File: config.mk
export PLATFORM = sky130hd
export DESIGN_NAME = instruction_executor
export DESIGN_NICKNAME = d
export VERILOG_FILES = /design/src/rtl/instruction_executor.sv
export SDC_FILE = /design/constraint.sdc
export NUM_CORES = 1
export LEC_CHECK = 0
export CAP_MARGIN = 25
export CORE_MARGIN = 4
export CORE_UTILIZATION = 55
export DETAILED_ROUTE_END_ITERATION = 8
export GPL_TIMING_DRIVEN = 0
export PLACE_DENSITY = 0.76
export SLEW_MARGIN = 20
export SYNTH_ARGS = -nofsm -noshare
export SYNTH_HDL_FRONTEND = slang
export SYNTH_SLANG_ARGS = --single-unit
File: constraint.sdc
create_clock -name i_clk -period 5.43 [get_ports i_clk]
set_input_delay 0.8145 -clock i_clk [delete_from_list [all_inputs] [get_ports i_clk]]
set_output_delay 0.8145 -clock i_clk [all_outputs]
set_load 0.05 [all_outputs]
File: src/rtl/instruction_executor.sv
// instruction_executor
//   Latches one completed 32-bit instruction from the byte-wise instruction
//   buffer, decodes it and executes drawing operations as pixel writes into
//   the framebuffer write port. When the instruction is finished it pulses
//   o_buf_reset so the buffer can collect the next one.
//
// Ports
//   i_clk          system clock, all logic on the rising edge
//   i_reset        synchronous active-high reset
//   i_instruction  instruction word {A, B, C, opcode}, valid while i_ready=1
//   i_ready        buffer holds a complete instruction
//   o_buf_reset    one-cycle pulse returning the buffer to WAITING
//   o_fb_we        framebuffer write strobe
//   o_fb_addr      pixel address, y*FB_WIDTH + x
//   o_fb_data      pixel colour
//   i_fb_stall     framebuffer cannot accept a write this cycle
//   o_busy         high whenever the executor is not idle
//   o_err          one-cycle pulse on illegal opcode or coordinate
module instruction_executor #(
  parameter int         FB_WIDTH      = 160,
  parameter int         FB_HEIGHT     = 120,
  parameter int         ADDR_W        = 15,
  parameter logic [7:0] DEFAULT_COLOR = 8'hFF
) (
  input  logic              i_clk,
  input  logic              i_reset,
  input  logic [31:0]       i_instruction,
  input  logic              i_ready,
  output logic              o_buf_reset,
  output logic              o_fb_we,
  output logic [ADDR_W-1:0] o_fb_addr,
  output logic [7:0]        o_fb_data,
  input  logic              i_fb_stall,
  output logic              o_busy,
  output logic              o_err
);

  localparam int CNT_W = $clog2(FB_WIDTH * FB_HEIGHT + 1);

  typedef enum logic [2:0] {
    IDLE,
    DECODE,
    WRITE,
    DONE,
    WAIT_CLR
  } state_t;

  state_t             state, state_next;
  logic [31:0]        instr, instr_next;
  logic [7:0]         colour, colour_next;
  logic [CNT_W-1:0]   count, count_next;
  logic               fb_we, fb_we_next;
  logic [ADDR_W-1:0]  fb_addr, fb_addr_next;
  logic [7:0]         fb_data, fb_data_next;
  logic               buf_reset, buf_reset_next;
  logic               busy, busy_next;
  logic               err, err_next;

  logic [7:0]         opcode, arg_a, arg_b, arg_c;
  logic               dec_err, dec_set_colour;
  logic [CNT_W-1:0]   dec_count;
  logic [ADDR_W-1:0]  dec_start;
  logic [7:0]         dec_data;
  int                 room;

  assign opcode = instr[7:0];
  assign arg_a  = instr[31:24];
  assign arg_b  = instr[23:16];
  assign arg_c  = instr[15:8];

  // Decode of the latched instruction: start address, number of writes,
  // write colour and error flag. Only consumed during DECODE.
  always_comb begin
    dec_err        = 1'b0;
    dec_set_colour = 1'b0;
    dec_count      = '0;
    dec_start      = '0;
    dec_data       = colour;
    room           = FB_WIDTH - int'(arg_a);
    case (opcode)
      8'h00: ;
      8'h01: dec_set_colour = 1'b1;
      8'h02: begin
        if (int'(arg_a) >= FB_WIDTH || int'(arg_b) >= FB_HEIGHT) begin
          dec_err = 1'b1;
        end else begin
          dec_start = ADDR_W'(int'(arg_b) * FB_WIDTH + int'(arg_a));
          dec_count = CNT_W'(1);
          dec_data  = arg_c;
        end
      end
      8'h03: begin
        dec_set_colour = 1'b1;
        dec_count      = CNT_W'(FB_WIDTH * FB_HEIGHT);
        dec_data       = arg_c;
      end
      8'h04: begin
        if (int'(arg_a) >= FB_WIDTH || int'(arg_b) >= FB_HEIGHT) begin
          dec_err = 1'b1;
        end else begin
          // Clip at the right edge so a long line never wraps to the next row.
          dec_start = ADDR_W'(int'(arg_b) * FB_WIDTH + int'(arg_a));
          dec_count = (int'(arg_c) < room) ? CNT_W'(arg_c) : CNT_W'(room);
        end
      end
      default: dec_err = 1'b1;
    endcase
  end

  // Next-state and next-output logic. Every output is computed here and
  // registered below, so the ports never carry combinational paths.
  always_comb begin
    state_next     = state;
    instr_next     = instr;
    colour_next    = colour;
    count_next     = count;
    fb_we_next     = fb_we;
    fb_addr_next   = fb_addr;
    fb_data_next   = fb_data;
    buf_reset_next = 1'b0;
    err_next       = 1'b0;
    case (state)
      IDLE: begin
        if (i_ready) begin
          instr_next = i_instruction;
          state_next = DECODE;
        end
      end
      DECODE: begin
        if (dec_set_colour) colour_next = arg_c;
        if (dec_err || dec_count == '0) begin
          buf_reset_next = 1'b1;
          err_next       = dec_err;
          state_next     = DONE;
        end else begin
          fb_we_next   = 1'b1;
          fb_addr_next = dec_start;
          fb_data_next = dec_data;
          count_next   = dec_count;
          state_next   = WRITE;
        end
      end
      WRITE: begin
        // A stalled cycle leaves address, data and strobe untouched.
        if (!i_fb_stall) begin
          fb_addr_next = fb_addr + ADDR_W'(1);
          count_next   = count - CNT_W'(1);
          if (count == CNT_W'(1)) begin
            fb_we_next     = 1'b0;
            buf_reset_next = 1'b1;
            state_next     = DONE;
          end
        end
      end
      DONE:     state_next = WAIT_CLR;
      // The buffer's ready drops one cycle after its reset; waiting here
      // stops the old instruction from being executed twice.
      WAIT_CLR: if (!i_ready) state_next = IDLE;
      default:  state_next = IDLE;
    endcase
    busy_next = (state_next != IDLE);
  end

  // State and output registers with synchronous reset. Reset aborts any
  // operation at once and does not pulse o_buf_reset.
  always_ff @(posedge i_clk) begin
    if (i_reset) begin
      state     <= IDLE;
      instr     <= '0;
      colour    <= DEFAULT_COLOR;
      count     <= '0;
      fb_we     <= 1'b0;
      fb_addr   <= '0;
      fb_data   <= '0;
      buf_reset <= 1'b0;
      busy      <= 1'b0;
      err       <= 1'b0;
    end else begin
      state     <= state_next;
      instr     <= instr_next;
      colour    <= colour_next;
      count     <= count_next;
      fb_we     <= fb_we_next;
      fb_addr   <= fb_addr_next;
      fb_data   <= fb_data_next;
      buf_reset <= buf_reset_next;
      busy      <= busy_next;
      err       <= err_next;
    end
  end

  assign o_buf_reset = buf_reset;
  assign o_fb_we     = fb_we;
  assign o_fb_addr   = fb_addr;
  assign o_fb_data   = fb_data;
  assign o_busy      = busy;
  assign o_err       = err;

endmodule
### After elaboration in Yosys (flattened, before gate mapping)

Index checks and enable logic that the tools add are counted.

* register bits: 85
* output and inout port bits: 27

* add/sub/neg operators: 4
* $mul: 1
* order comparisons: 3
* equal/unequal tests: 12
* multiplexer cells: 31
* bitwise logic cells: 2
* reduce and logical (&&, ||, !) cells: 16

Operator list (number)
* $mux W15: 8
* $pmux W15 S2: 2
* $pmux W15 S3: 1
* $eq A8 B2 Y1 const B: 2
* $pmux W8 S2: 1
* $add A15 B1 Y15 const B: 1
* $add A15 B8 Y15: 1
* $eq A15 B1 Y1 const B: 1
* $logic_not A15 Y1: 1
* $pmux W3 S5: 1
* $sub A15 B1 Y15 const B: 1
* $mux W3: 4
* $mul A8 B3 Y10 const B: 1
* $mux W1: 10
* $lt A9 B9 Y1: 1
* $sub A8 B8 Y9 const A: 1
* $eq A8 B1 Y1 const B: 1
* $eq A8 B3 Y1 const B: 1
* $ge A8 B7 Y1 const B: 1
* $ge A8 B8 Y1 const B: 1
* $logic_not A8 Y1: 1
* $mux W8: 1
* $eq A3 B2 Y1 const B: 2
* $ne A2 B2 Y1 const B: 3
* 13 further kinds: 21

### Depth between registers and ports, before layout

Gate-level depths: netlist of the first run.

* depth after elaboration: 10
* depth in mapped cells: 21
* depth with buffers taken out: 18

### Worst setup path before layout of the first run

Ideal clock, no wire load.

* path type: register -> register
* from: register instr[24]
* to: register count[11]
* library setup time: 0.132 ns
* arrival: 3.922 ns
* data required time: 5.298 ns
* setup slack: 1.376 ns
* stages on the path, launching flop included: 22
* buffers on the path: 3
* cell sequence: dfxtp_1 > inv_1 > ha_1 > inv_1 > ha_1 > a21o_1 > a21oi_1 > nor2b_1 > o21ai_0 > a21oi_1 > o31ai_1 > ha_1 > buf_2 > nand2_1 > o21ai_0 > a2111oi_0 > or4b_4 > o2111a_1 > buf_6 > nor2_8 > buf_6 > o32ai_1

* word-level cells in the longest chain between the ends: 9
* elaborated cells on any way between the ends: 16

Ends and longest elaborated chain
* start: declaration: RTL line 49 `logic [31:0] instr, instr_next;`
* start signal: assignment: RTL line 180 `instr <= instr_next;`
* $sub A8 B8 Y9: RTL line 79 `room = FB_WIDTH - int'(arg_a);`
* $lt A9 B9 Y1: RTL line 103 `dec_count = (int'(arg_c) < room) ? CNT_W'(arg_c) : CNT_W'(room);`
* $mux W15: RTL line 103
* $mux W15: RTL line 98 `if (int'(arg_a) >= FB_WIDTH || int'(arg_b) >= FB_HEIGHT) begin`
* $pmux W15 S3: RTL line 80 `case (opcode)`
* $logic_not A15 Y1: RTL line 131 `if (dec_err || dec_count == '0) begin`
* $logic_or A1 B1 Y1: RTL line 131
* $ne A2 B2 Y1 (no line)
* $reduce_and A3 Y1 (no line)
* end signal: assignment: RTL line 182 `count <= count_next;`
* end: declaration: RTL line 51 `logic [CNT_W-1:0] count, count_next;`

Parallel ways exist; a longest one is shown, timed or not. The select of a mux whose other input is x is not followed.
A chain may end at the register's enable or synchronous reset.

### Final worst setup path of the first run

Ends and elaborated chain as after synthesis.

==> metrics.csv, run 1 <==
metric,value,unit
crit_slowest_cell,or4b_4,
netlist_instances,669,
clockBufferDepth,2,
setup_violations,0,
critPathBufInv,5,
hold_class,reg2reg,
design.die.area,11300,sq um
finalCritPeriodShare,0.860,
hold_end,o_fb_data[7],
drv_cap,0,
yosysWarnings,0,
die_h,106,microns
critPathTopFamily,compound AO/OA/AOI/OAI gates,
crit_path_frequent_cell,ha_1,
worst-r2r-cell-count,21,
cts_made_buffers,9,
start_kind,flop,
fin_ws,0.762,ns
synth_area,5290,sq um
cts_tree,yes,
cts_sinks,85,
dr.pass1.iters,5,
clk_pin_slew_worst_paths,0.09,ns
cp_data_required_time,5.67,ns
routed_wl,15200,microns
critPathKind,reg2reg,
ff2ff_setup_slack,0.76,ns
final_nets,807,
io_buffers,61,
syn-num-nets,734,
hold_viol,0,
drt-initial-drc-count,487,
ys_seq_elements,85,
floorplan.initialDensity,0.570,
fillers,834,
core,9280,sq um
grt_pass1_wl,25000,microns
slowest_delay,0.54,ns
finClkSkew,0.0146,ns
layout-drive-gt1-share,0.0683,
worst_hold_slack,0.455,ns
htree_levels,3,
tns,0,ns
vias,5340,
worstHoldPathCells,2,
syn_area_per_cell,7.91,sq um
post_drt_wl_per_cell,17.3,microns
cts-hold-fix-buffers,0,
grt_overflow,0,
gp_congestion,0.939,
cp_cell_sequence,"inv_1, ha_1, inv_1, ha_1, a21o_1, a21oi_1, nor2b_1, o21ai_0, a21oi_1, o31ai_1, ha_1, buf_2, nand2_1, o21ai_0, a2111oi_0, or4b_4, o2111a_1, buf_6, nor2_8, buf_6, o32ai_1",
p_leak,2.30,nW
num_antenna_cells,0,
ios,63,
ant_nets,0,
hpwlAfterDp,11500,microns
status,"complete, no violations",
synthFlopType,dfxtp_1,
antenna_found_initial,0,
core.rowCount,35,
pre_cts_slack,0.785,ns
ys_seq_area_frac,0.321,
worstSetupEndpointType,flop,
cts_root_buf,clkbuf_8,
min-delay-start,o_fb_data[7],
grt_max_degree,15,
worstSkewPairLatency,0.37,ns
period_needed,4.67,ns
vias_per_cell,6.10,
rsz0062_at_grt,no,
die_x,106,microns
worst_pin_slew,0.938,ns
reg2reg_to,count[11],
area_growth_syn_to_layout,18.9,%
slew_headroom,0.372,
synth_edf_count,0,
cp_max_fo,10,
grt_pass1_vias,5115,
fmax,0.214,GHz
drc,0,
ctsResizeCount,0,
worst_ir_drop_vdd,0.201,mV
drv_slew,0,
grt_usage,0.275,
cts_setup_buffers,0,
synthArstFlopShare,0,
rr_startpoint,instr[24],
synth.distinct_cells,68,
critPathArrivalTime,4.91,ns
powerDensity,321,nW/um^2
==> stage by stage <==
| stage | power, mW | instances | area (sq um) | util |
|---|---|---|---|---|
| 2_1_floorplan | 1.29 | 669 | 5290 | - |
| 3_3_place_gp | 1.48 | 859 | 6070 | 0.653 |
| 3_5_place_dp | 1.50 | 859 | 6070 | 0.653 |
| 4_1_cts | 2.01 | 875 | 6290 | 0.677 |
| 5_1_grt | 2.14 | 876 | 6290 | 0.678 |
| 6_report | 2.02 | 876 | 6290 | 0.678 |
==> layer usage <==
| metal | track usage | vias to the layer above | share of wire |
|---|---|---|---|
| met4 | 0.0981 | 0 | 0.023 |
| met2 | 0.469 | 230 | 0.47 |
| li1 | - | 2565 | - |
| met3 | 0.0401 | 36 | 0.068 |
| met1 | 0.352 | 2509 | 0.43 |
| met5 | 0 | - | 0 |
==> layout by cell type, fill, tap and decap left out, drive strengths merged, types with 18 or more instances in the layout <==
| cell | n |
|---|---|
| inv | 18 |
| dfxtp | 85 |
| clkbuf | 48 |
| clkdlybuf4s50 | 61 |
| nand2b | 25 |
| nor2 | 42 |
| nand2 | 105 |
| ha | 27 |
| a21oi | 83 |
| nor3 | 19 |
==> logic make-up after synthesis <==
logic type	count (synthesis)	synth area share
flops	85	0.321
mux	11	0.0229
xor+xnor	18	0.0312
buf+inv	63	0.0529
compound gates	191	0.237
simple gates	272	0.263
fa+ha+maj	29	0.0714
==> power by group <==
part	switching, mW	internal [mW]
combinational	0.472	0.291
sequential	0.0619	0.678
clock	0.244	0.273
total	0.778	1.24
==> worst reg2reg max path, delay by kind of cell (launching register included) <==
kind	cells	cell delay [ns]
flip-flops	1	0.51
AND/OR/NAND/NOR	4	0.86
adder cells (fa/ha/maj)	3	0.87
AO/OA/AOI/OAI	9	1.65
buffers and inverters	5	0.66
==> how the worst max path moves through the flow <==
stage	start	end	slack, ns	cells after the start
2_1_floorplan	instr[24]	count[11]	1.38	21
3_3_place_gp	instr[24]	count[11]	0.84	21
3_5_place_dp	instr[24]	count[11]	0.79	19
4_1_cts	instr[24]	count[11]	0.80	19
5_1_grt	instr[24]	o_fb_addr[2]	0.45	19
6_report	instr[24]	count[11]	0.76	21
==> sequential cells by signal, indices dropped and copies added, names as in the netlist <==
signal and count:
count 15, colour 8, o_fb_addr 15, o_err 1, instr 32, state 3
o_buf_reset 1, o_busy 1, o_fb_we 1, o_fb_data 8
==> layout make-up <==
| cell class | count | area (sq um) | area share |
|---|---|---|---|
| flip-flops and latches | 85 | 1700 | 0.270 |
| inverters | 17 | 63.8 | 0.0101 |
| repair buffers | 62 | 616 | 0.0978 |
| clock inverters | 5 | 81.3 | 0.0129 |
| clock buffers | 11 | 141 | 0.0225 |
| multi-input cells | 521 | 3310 | 0.526 |
| plain buffers | 46 | 216 | 0.0344 |
| well taps | 129 | 161 | 0.0256 |
==> cells in the mapped netlist (all sizes together) (8+ instances only) <==
library cell	n	area share
clkbuf	36	0.026
o21ai	15	0.014
a21oi	83	0.078
dfxtp	85	0.32
mux2	9	0.019
buf	10	0.015
a211oi	8	0.011
a31oi	14	0.018
nand3	16	0.016
xor2	9	0.016
inv	17	0.012
a211o	8	0.013
nor2	42	0.033
xnor2	9	0.015
o32ai	17	0.028
nor3	19	0.020
nor3b	11	0.016
ha	27	0.064
nor2b	12	0.014
nand2	105	0.075
nand2b	25	0.030
a21o	8	0.011
Note: power is estimated with default switching activity, not from simulation.
==> inputs of run 2 (changes only) <==
--- a/config.mk
+++ b/config.mk
@@ -5,7 +5,6 @@
 export SDC_FILE = /design/constraint.sdc
 export NUM_CORES = 1
 export LEC_CHECK = 0
-export CAP_MARGIN = 25
 export CORE_MARGIN = 4
 export CORE_UTILIZATION = 55
 export DETAILED_ROUTE_END_ITERATION = 8
==> metrics.csv, run 2 (synthesis gave the netlist of run 1 again) <==
metric,value,unit,change
area_growth_syn_to_layout,18.8,%,was 18.9%
grt_overflow,0,,unchanged
ctsResizeCount,0,,unchanged
worst_pin_slew,1.18,ns,was 0.938 ns
hold_viol,0,,unchanged
layout_common_cells,"104 x nand2_1, 85 x dfxtp_1, 83 x a21oi_1",,unchanged
p_comb_frac,0.378,,about the same
critPathArrivalTime,4.93,ns,was 4.91 ns
ff2ff_setup_slack,0.74,ns,was 0.76 ns
min-delay-start,o_fb_data[2],,was o_fb_data[7]
final_nets,806,,was 807
mostFrequentLayoutCell,nand2_1,,unchanged
p_int,1.24,mW,about the same
htree_levels,3,,unchanged
antenna_found_initial,0,,unchanged
rr_startpoint,instr[24],,unchanged
p_switching,777,uW,was 778 uW
drv_slew,0,,unchanged
cts-hold-fix-buffers,0,,unchanged
drv_cap,0,,unchanged
critPathKind,reg2reg,,unchanged
worstSkewPairLatency,0.38,ns,was 0.37 ns
powerDensity,321,nW/um^2,about the same
drt-initial-drc-count,451,,was 487
finClkSkew,0.0168,ns,was 0.0146 ns
cts_root_buf,clkbuf_8,,unchanged
multiInputGateArea,3310,sq um,unchanged
finalCritPeriodShare,0.863,,was 0.860
start_kind,flop,,unchanged
cts_sinks,85,,unchanged
grt_pass1_wl,25000,microns,unchanged
core,9280,sq um,unchanged
io_buffers,61,,unchanged
hpwlAfterDp,11500,microns,unchanged
grt_pass1_vias,5115,,unchanged
die_h,106,microns,unchanged
worstSetupEndpointType,flop,,unchanged
gp_congestion,0.939,,unchanged
setup_violations,0,,unchanged
drc,0,,unchanged
hold_end,o_fb_data[2],,was o_fb_data[7]
layout-drive-gt1-share,0.0670,,was 0.0683
hold_class,reg2reg,,unchanged
finish.utilization,0.677,,was 0.678
ant_nets,0,,unchanged
floorplan.initialDensity,0.570,,unchanged
slew_headroom,0.213,,was 0.372
routed_wl,15100,microns,was 15200 microns
fmax,0.213,GHz,was 0.214 GHz
die_x,106,microns,unchanged
worst_hold_slack,0.456,ns,was 0.455 ns
largest_reg_flops,32,,unchanged
worst_ir_drop_vdd,0.202,mV,was 0.201 mV
regArea,1700,sq um,unchanged
vias_per_cell,6.08,,was 6.10
fillers,835,,was 834
dr.pass1.iters,5,,unchanged
core.rowCount,35,,unchanged
cts_setup_buffers,0,,unchanged
status,"complete, no violations",,unchanged
cp_data_required_time,5.67,ns,about the same
top_register,instr,,unchanged
worst-r2r-cell-count,21,,unchanged
reg2reg_to,count[11],,unchanged
grt_max_degree,15,,unchanged
clk_pin_slew_worst_paths,0.09,ns,about the same
swShare,0.385,,about the same
num_antenna_cells,0,,unchanged
power,2.02,mW,about the same
cts_made_buffers,9,,unchanged
vias,5324,,was 5340
cts_tree,yes,,unchanged
ios,63,,unchanged
p_seq_frac,0.366,,about the same
rsz0062_at_grt,no,,unchanged
post_drt_wl_per_cell,17.3,microns,about the same
design.die.area,11300,sq um,unchanged
cp_max_fo,10,,unchanged
clock_power_share,0.256,,about the same
p_leak,2.30,nW,about the same
tns,0,ns,unchanged
clockBufferDepth,2,,unchanged
worstHoldPathCells,2,,unchanged
grt_usage,0.275,,unchanged
period_needed,4.69,ns,was 4.67 ns
## run 2: area by class of cell
| class | count | area share |
|---|---|---|
| multi-input cells | 521 | 0.527 |
| flip-flops and latches | 85 | 0.271 |
| repair buffers | 61 | 0.0971 |
| plain buffers | 46 | 0.0344 |
| well taps | 129 | 0.0257 |
| clock buffers | 11 | 0.0225 |
| clock inverters | 5 | 0.0129 |
| inverters | 17 | 0.0101 |
## run 2: worst max-delay path by stage
stage                               to      start  slack (ns)  cells after the start
after floorplan              count[11]  instr[24]        1.38                     21
after global routing      o_fb_addr[2]  instr[24]        0.45                     19
final                        count[11]  instr[24]        0.74                     21
after detailed placement     count[11]  instr[24]        0.79                     19
after global placement       count[11]  instr[24]        0.84                     21
after CTS                    count[11]  instr[24]        0.80                     19
## run 2: worst max-delay path: stages (launching register included)
cell	delay, ns
dfxtp_1	0.51
inv_1	0.08
ha_1	0.28
inv_1	0.05
ha_1	0.27
a21o_1	0.15
a21oi_1	0.15
nor2b_1	0.06
o21ai_0	0.16
a21oi_1	0.09
o31ai_1	0.20
ha_1	0.32
buf_2	0.19
nand2_1	0.07
o21ai_0	0.18
a2111oi_0	0.38
or4b_4	0.54
o2111a_1	0.26
buf_6	0.16
nor2_8	0.19
buf_6	0.18
o32ai_1	0.09
## run 2: layer usage
metal,part of all wire,global-route usage,vias to the layer above
met3,0.071,0.0401,37
met5,0,0,-
met1,0.43,0.352,2502
li1,-,-,2565
met2,0.48,0.469,220
met4,0.022,0.0981,0
## run 2: per-stage QoR
step / instance area [sq um] / worst slack, ns / instances
5_1_grt: 6290 / 0.454 / 875
2_1_floorplan: 5290 / 1.38 / 669
4_1_cts: 6290 / 0.796 / 875
6_report: 6290 / 0.741 / 875
3_3_place_gp: 6070 / 0.844 / 859
3_5_place_dp: 6070 / 0.785 / 859
## run 2: power by group through the flow
stage	registers, mW	clock network (mW)	logic, mW
after global routing	0.749	0.549	0.840
after floorplan	0.775	0	0.514
final	0.740	0.517	0.762
after global placement	0.750	0	0.729
after detailed placement	0.753	0	0.748
after CTS	0.738	0.519	0.752
